File: src/rtl/izh_neuron_array.sv
// izh_neuron_array: N Izhikevich neurons time-multiplexed over one fixed-point Euler datapath.
// A step_start pulse in idle updates neurons 0..N-1, one per cycle, then pulses step_done.
// Optional build macro IZH_SAT_EN: every reduction to a narrower word saturates instead of
// wrapping (two's-complement wrap when undefined).
module izh_neuron_array #(
   parameter int unsigned N        = 4,
   parameter int unsigned W        = 21,
   parameter int unsigned FRAC     = 9,
   parameter int unsigned DT_SHIFT = 0,
   parameter int          A_DEF    = 10,
   parameter int          B_DEF    = 102,
   parameter int          C_DEF    = -33280,
   parameter int          D_DEF    = 4096,
   parameter int          V_PEAK   = 15360,
   parameter int          U_INIT   = -6656,
   localparam int unsigned IW      = (N > 1) ? $clog2(N) : 1
) (
   input  logic             clk,
   input  logic             set,
   input  logic             step_start,
   input  logic [N*W-1:0]   I_vec,
   input  logic             cfg_we,
   input  logic [IW-1:0]    cfg_idx,
   input  logic [2:0]       cfg_sel,
   input  logic [W-1:0]     cfg_data,
   input  logic [IW-1:0]    mon_sel,
   output logic             step_busy,
   output logic             step_done,
   output logic [N-1:0]     spike_vec,
   output logic [W-1:0]     mon_v,
   output logic [W-1:0]     mon_u
);

   localparam int unsigned WG = W + 4;   // guarded sum width
   localparam int unsigned W2 = 2 * W;   // full product width

   typedef logic signed [W-1:0]  word_t;
   typedef logic signed [WG-1:0] gword_t;
   typedef logic signed [W2-1:0] dword_t;

   typedef enum logic [1:0] {StIdle, StCalc, StDone} state_t;

   localparam word_t  A_RST  = word_t'(A_DEF);
   localparam word_t  B_RST  = word_t'(B_DEF);
   localparam word_t  C_RST  = word_t'(C_DEF);
   localparam word_t  D_RST  = word_t'(D_DEF);
   localparam word_t  U_RST  = word_t'(U_INIT);
   localparam word_t  V_PK   = word_t'(V_PEAK);
   localparam gword_t K_DV   = gword_t'(71680);   // 140.0 in Q(FRAC)

   localparam gword_t G_MAX   = {1'b0, {(WG-1){1'b1}}};
   localparam gword_t G_MIN   = ~G_MAX;
   localparam dword_t G_MAX_D = dword_t'(G_MAX);
   localparam dword_t G_MIN_D = dword_t'(G_MIN);
   localparam word_t  W_MAX   = {1'b0, {(W-1){1'b1}}};
   localparam word_t  W_MIN   = ~W_MAX;
   localparam gword_t W_MAX_G = gword_t'(W_MAX);
   localparam gword_t W_MIN_G = gword_t'(W_MIN);

   // Reduce a full product-width value to the guarded sum width.
   function automatic gword_t red_g(dword_t x);
`ifdef IZH_SAT_EN
      if (x > G_MAX_D) return G_MAX;
      if (x < G_MIN_D) return G_MIN;
`endif
      return gword_t'(x);
   endfunction

   // Reduce a guarded sum to the storage word width.
   function automatic word_t red_w(gword_t x);
`ifdef IZH_SAT_EN
      if (x > W_MAX_G) return W_MAX;
      if (x < W_MIN_G) return W_MIN;
`endif
      return word_t'(x);
   endfunction

   function automatic gword_t sx(word_t x);
      return gword_t'(x);
   endfunction

   state_t        state_q, state_d;
   logic [IW-1:0] idx_q, idx_d;
   logic          last;

   word_t v_q [N];
   word_t u_q [N];
   word_t a_q [N];
   word_t b_q [N];
   word_t c_q [N];
   word_t d_q [N];
   word_t i_arr [N];

   logic [N-1:0] spk_q, spk_nx, spike_q;

   word_t  vc, uc, ac, bc, cc, dc, ic;
   dword_t vv, sq, sq20, t1, bv, bvs, ax, axs;
   gword_t vx, ux, ix, dv, vn_g, diff_g, du, un_g, ud_g;
   word_t  vn, diff, un, ud, v_wr, u_wr;
   logic   fire;
   logic   cfg_ok;

   // Unpack the per-neuron input currents.
   always_comb begin
      for (int k = 0; k < N; k++) begin
         i_arr[k] = I_vec[k*W +: W];
      end
   end

   // Shared update datapath for the neuron selected by idx_q.
   always_comb begin
      vc = v_q[idx_q];
      uc = u_q[idx_q];
      ac = a_q[idx_q];
      bc = b_q[idx_q];
      cc = c_q[idx_q];
      dc = d_q[idx_q];
      ic = i_arr[idx_q];

      vx = sx(vc);
      ux = sx(uc);
      ix = sx(ic);

      vv   = dword_t'(vc) * dword_t'(vc);
      sq   = vv >>> FRAC;
      sq20 = (sq <<< 4) + (sq <<< 2);
      t1   = sq20 >>> FRAC;
      dv   = red_g(t1) + (vx <<< 2) + vx + K_DV - ux + ix;
      vn_g = vx + (dv >>> DT_SHIFT);
      vn   = red_w(vn_g);

      bv     = dword_t'(bc) * dword_t'(vc);
      bvs    = bv >>> FRAC;
      diff_g = red_g(bvs) - ux;
      diff   = red_w(diff_g);
      ax     = dword_t'(ac) * dword_t'(diff);
      axs    = ax >>> FRAC;
      du     = red_g(axs);
      un_g   = ux + (du >>> DT_SHIFT);
      un     = red_w(un_g);

      ud_g = sx(un) + sx(dc);
      ud   = red_w(ud_g);

      fire = (vn >= V_PK);
      v_wr = fire ? cc : vn;
      u_wr = fire ? ud : un;

      spk_nx        = spk_q;
      spk_nx[idx_q] = fire;
   end

   // Next-state and status decode for the step sequencer.
   always_comb begin
      state_d   = state_q;
      idx_d     = idx_q;
      last      = (idx_q == IW'(N - 1));
      step_busy = 1'b0;
      step_done = 1'b0;
      unique case (state_q)
         StIdle: begin
            if (step_start) begin
               state_d = StCalc;
               idx_d   = '0;
            end
         end
         StCalc: begin
            step_busy = 1'b1;
            if (last) begin
               state_d = StDone;
               idx_d   = '0;
            end else begin
               idx_d = idx_q + IW'(1);
            end
         end
         StDone: begin
            step_done = 1'b1;
            state_d   = StIdle;
         end
         default: state_d = StIdle;
      endcase
   end

   // Sequencer state and neuron index.
   always_ff @(posedge clk or posedge set) begin
      if (set) begin
         state_q <= StIdle;
         idx_q   <= '0;
      end else begin
         state_q <= state_d;
         idx_q   <= idx_d;
      end
   end

   // Spikes collect in a shadow and become visible only as the step completes.
   always_ff @(posedge clk or posedge set) begin
      if (set) begin
         spk_q   <= '0;
         spike_q <= '0;
      end else if (state_q == StIdle && step_start) begin
         spk_q <= '0;
      end else if (state_q == StCalc) begin
         spk_q <= spk_nx;
         if (last) spike_q <= spk_nx;
      end
   end

   assign spike_vec = spike_q;
   assign cfg_ok    = (32'(cfg_idx) < N);

   // Neuron state: datapath write-back during a step, config writes only when idle.
   always_ff @(posedge clk or posedge set) begin
      if (set) begin
         for (int k = 0; k < N; k++) begin
            v_q[k] <= C_RST;
            u_q[k] <= U_RST;
            a_q[k] <= A_RST;
            b_q[k] <= B_RST;
            c_q[k] <= C_RST;
            d_q[k] <= D_RST;
         end
      end else if (state_q == StCalc) begin
         v_q[idx_q] <= v_wr;
         u_q[idx_q] <= u_wr;
      end else if (state_q == StIdle && cfg_we && cfg_ok) begin
         case (cfg_sel)
            3'd0:    a_q[cfg_idx] <= cfg_data;
            3'd1:    b_q[cfg_idx] <= cfg_data;
            3'd2:    c_q[cfg_idx] <= cfg_data;
            3'd3:    d_q[cfg_idx] <= cfg_data;
            3'd4:    v_q[cfg_idx] <= cfg_data;
            3'd5:    u_q[cfg_idx] <= cfg_data;
            default: ;
         endcase
      end
   end

   // Combinational monitor read of the stored state.
   always_comb begin
      mon_v = '0;
      mon_u = '0;
      if (32'(mon_sel) < N) begin
         mon_v = v_q[mon_sel];
         mon_u = u_q[mon_sel];
      end
   end

endmodule

File: config.mk
export PLATFORM = sky130hd
export DESIGN_NAME = izh_neuron_array
export DESIGN_NICKNAME = d
export VERILOG_FILES = /design/src/rtl/izh_neuron_array.sv
export SDC_FILE = /design/constraint.sdc
export NUM_CORES = 2
export LEC_CHECK = 0
export BUFFER_PORTS_ARGS = -buffer_cell sky130_fd_sc_hd__buf_4
export CORE_ASPECT_RATIO = 1.4
export CORE_UTILIZATION = 32
export CTS_CLUSTER_SIZE = 20
export DETAILED_ROUTE_END_ITERATION = 8
export PLACE_DENSITY = 0.43
export SYNTH_ARGS = -nofsm -noshare
export SYNTH_HDL_FRONTEND = slang
export SYNTH_SLANG_ARGS = --single-unit
File: constraint.sdc
create_clock -name clk -period 28.3 [get_ports clk]
set_clock_uncertainty 0.05 [all_clocks]
set_input_delay 2.83 -clock clk [delete_from_list [all_inputs] [get_ports clk]]
set_output_delay 2.83 -clock clk [all_outputs]
set_load 0.02 [all_outputs]
==> qor.yml <==
port_buffers: 163
grt_max_degree: 167
final_nets: 8268
synth-async-reset-ratio_pct: 100
r2r_start: "idx_q[1]"
place_hpwl_um: 173000
cp_data_arrival_time_ps: 20630
ios: 164
cts.sinks: 515
synth-edff-count: 0
rrSetupSlack_ps: 8180
max_freq_ghz: 0.0497
grt_overflow: 0
r2r-end: "u_q[83]"
antenna_found_initial: 9
min_period_over_period_pct: 71.1
dp.cells: 9420
hold_viol_final: 0
cp_data_required_time_ps: 28800
die_h_um: 546
fin_cells: 9528
postSynthCellCount: 6657
worst_pin_slew_ps: 1260
drt-total-wl_um: 233000
htree_levels: 2
die_w_um: 390
vias: 48000
num_rows: 199
finalSetupTns_ps: 0
status: "finished, final reports clean"
final_common_cell: "inv_1"
drive_above_1_share_pct: 16.9
crit_top_cell: "fa_1"
clk_latency_ps: 630
grt_use_total_pct: 22.2
yosysSeqAreaShare_pct: 19.4
worst_setup_path_end_kind: "flop"
ys_ff_latch: 515
cts_root_buffer: "clkbuf_16"
slew_headroom_pct: 15.7
grt_pass1_wl_um: 350000
initial_utilization_pct: 32.2
cp_max_fo: 46
holdPathEnd: "spike_vec[2]"
die_area_mm2: 0.213
area_growth_syn_to_layout_pct: 9.48
slowest_delay_ps: 1000
core_region_area_mm2: 0.210
cts_setup_buffers: 0
rsz0062_at_grt: "no"
cp-start-kind: "flop"
report.final.setup_viol: 0
ys.flop_type: "dfrtp_1"
cp_slowest_cell: "xnor2_1"
drv_cap: 0
hp-class: "flop to flop"
place_congestion: 0.855
clock_path_buffers: 3
finalCoreUtilization_pct: 35.2
yosysWarningCount: 0
ctsHoldBuffers: 0
synth_cell_type_count: 77
syn_area_mm2: 0.0675
cts_resized: 0
hold_depth: 2
ant_nets: 0
firstDrtPassIters: 9
finalCriticalPeriod_ps: 20120
drtIter0Drc: 3055
cts_tree: "built"
final-max-slew-violation-count: 0
grt_pass1_vias: 53100
min_from: "spike_vec[2]"
final_cell_mix: "inv_1, fa_1, nand2_1, ha_1, nor2_1"
synth_nets: 8261
drc_errors: 0
worst-setup-path-type: "flop to flop"
cts_made_buffers: 56
reg2regPathDepth: 71
avgSynthCellArea_um2: 10.1
post_drt_wl_per_cell_um: 24.4
viasPerCell: 5.04
clkTransAtPathRegs_ps: 60
flip-flops by register name (all words and copies together) (netlist names), 3 cells and up:
signal and cells:
spk_q 3, a_q 84, c_q 84, spike_vec 4
d_q 84, v_q 84, u_q 84, b_q 84
worst max-delay path: cells and delay by family, from the launching register on:
| family | cells | cell delay, ps |
|---|---|---|
| fa+ha+maj | 19 | 7950 |
| compound gates | 21 | 4300 |
| buf+inv | 11 | 2310 |
| simple gates | 14 | 2070 |
| xor+xnor | 5 | 1840 |
| flops | 1 | 950 |
| mux | 1 | 410 |
layer usage:
layer,wire length [µm],GRT usage (%)
met1,93000,27.2
met2,120000,39.9
met3,9600,2.36
met4,10200,8.47
met5,42,0
cell type report:
cell class	instances	area, µm²
clock inverters	15	124
diodes	3	7.51
repair buffers	287	2200
well taps	2814	3520
multi-input cells	4365	47900
clock buffers	90	1720
flip-flops and latches	515	13100
fillers	21500	136000
inverters	1439	5410
how the worst max path moves through the flow:
| stage | start | end | slack (ps) | depth (start not counted) |
|---|---|---|---|---|
| 2_1_floorplan | idx_q[1] | u_q[83] | 9480 | 82 |
| 3_3_place_gp | idx_q[1] | u_q[83] | 8370 | 72 |
| 3_5_place_dp | idx_q[1] | u_q[83] | 8270 | 72 |
| 4_1_cts | idx_q[1] | u_q[83] | 8170 | 72 |
| 5_1_grt | idx_q[1] | u_q[19] | 7190 | 72 |
| 6_report | idx_q[1] | u_q[83] | 8180 | 71 |
cell usage after synthesis, types with 16 or more instances:
| cell | count | area share, % |
|---|---|---|
| a21o_1 | 55 | 0.61 |
| a21oi_1 | 97 | 0.72 |
| a222oi_1 | 76 | 1.1 |
| a22oi_1 | 92 | 1.0 |
| and2_1 | 114 | 1.1 |
| buf_1 | 33 | 0.18 |
| buf_2 | 21 | 0.16 |
| clkbuf_1 | 278 | 1.5 |
| dfrtp_1 | 359 | 13 |
| dfstp_2 | 156 | 6.1 |
| fa_1 | 1067 | 32 |
| ha_1 | 421 | 7.8 |
| inv_1 | 1425 | 7.9 |
| mux2_2 | 381 | 6.4 |
| mux2i_1 | 65 | 0.96 |
| mux4_2 | 151 | 5.0 |
| nand2_1 | 651 | 3.6 |
| nand2b_1 | 42 | 0.39 |
| nand3_1 | 18 | 0.13 |
| nand4_1 | 16 | 0.15 |
| nor2_1 | 424 | 2.4 |
| nor2b_1 | 42 | 0.39 |
| nor3_1 | 39 | 0.29 |
| o21a_1 | 61 | 0.68 |
| o21ai_0 | 149 | 1.1 |
| o21ai_1 | 20 | 0.15 |
| xnor2_1 | 174 | 2.3 |
| xor2_1 | 45 | 0.58 |
cells by family after synthesis:
family	after synthesis	share of synthesized area (%)
buffers and inverters	1777	9.97
flip-flops	515	19.4
XOR/XNOR	227	3.10
adder cells (fa/ha/maj)	1488	39.4
AO/OA/AOI/OAI	648	6.63
AND/OR/NAND/NOR	1392	8.86
multiplexers	610	12.6
stage by stage:
stage	hold slack, ps	setup slack (ps)	area (µm²)
2_1_floorplan	420	9480	67500
3_3_place_gp	422	8370	72100
3_5_place_dp	423	8270	72100
4_1_cts	445	8170	73900
5_1_grt	458	7190	73900
6_report	440	8180	73900
Power is not shown: default switching activity piles up to over one toggle a cycle in this logic, so the estimate is an artifact.
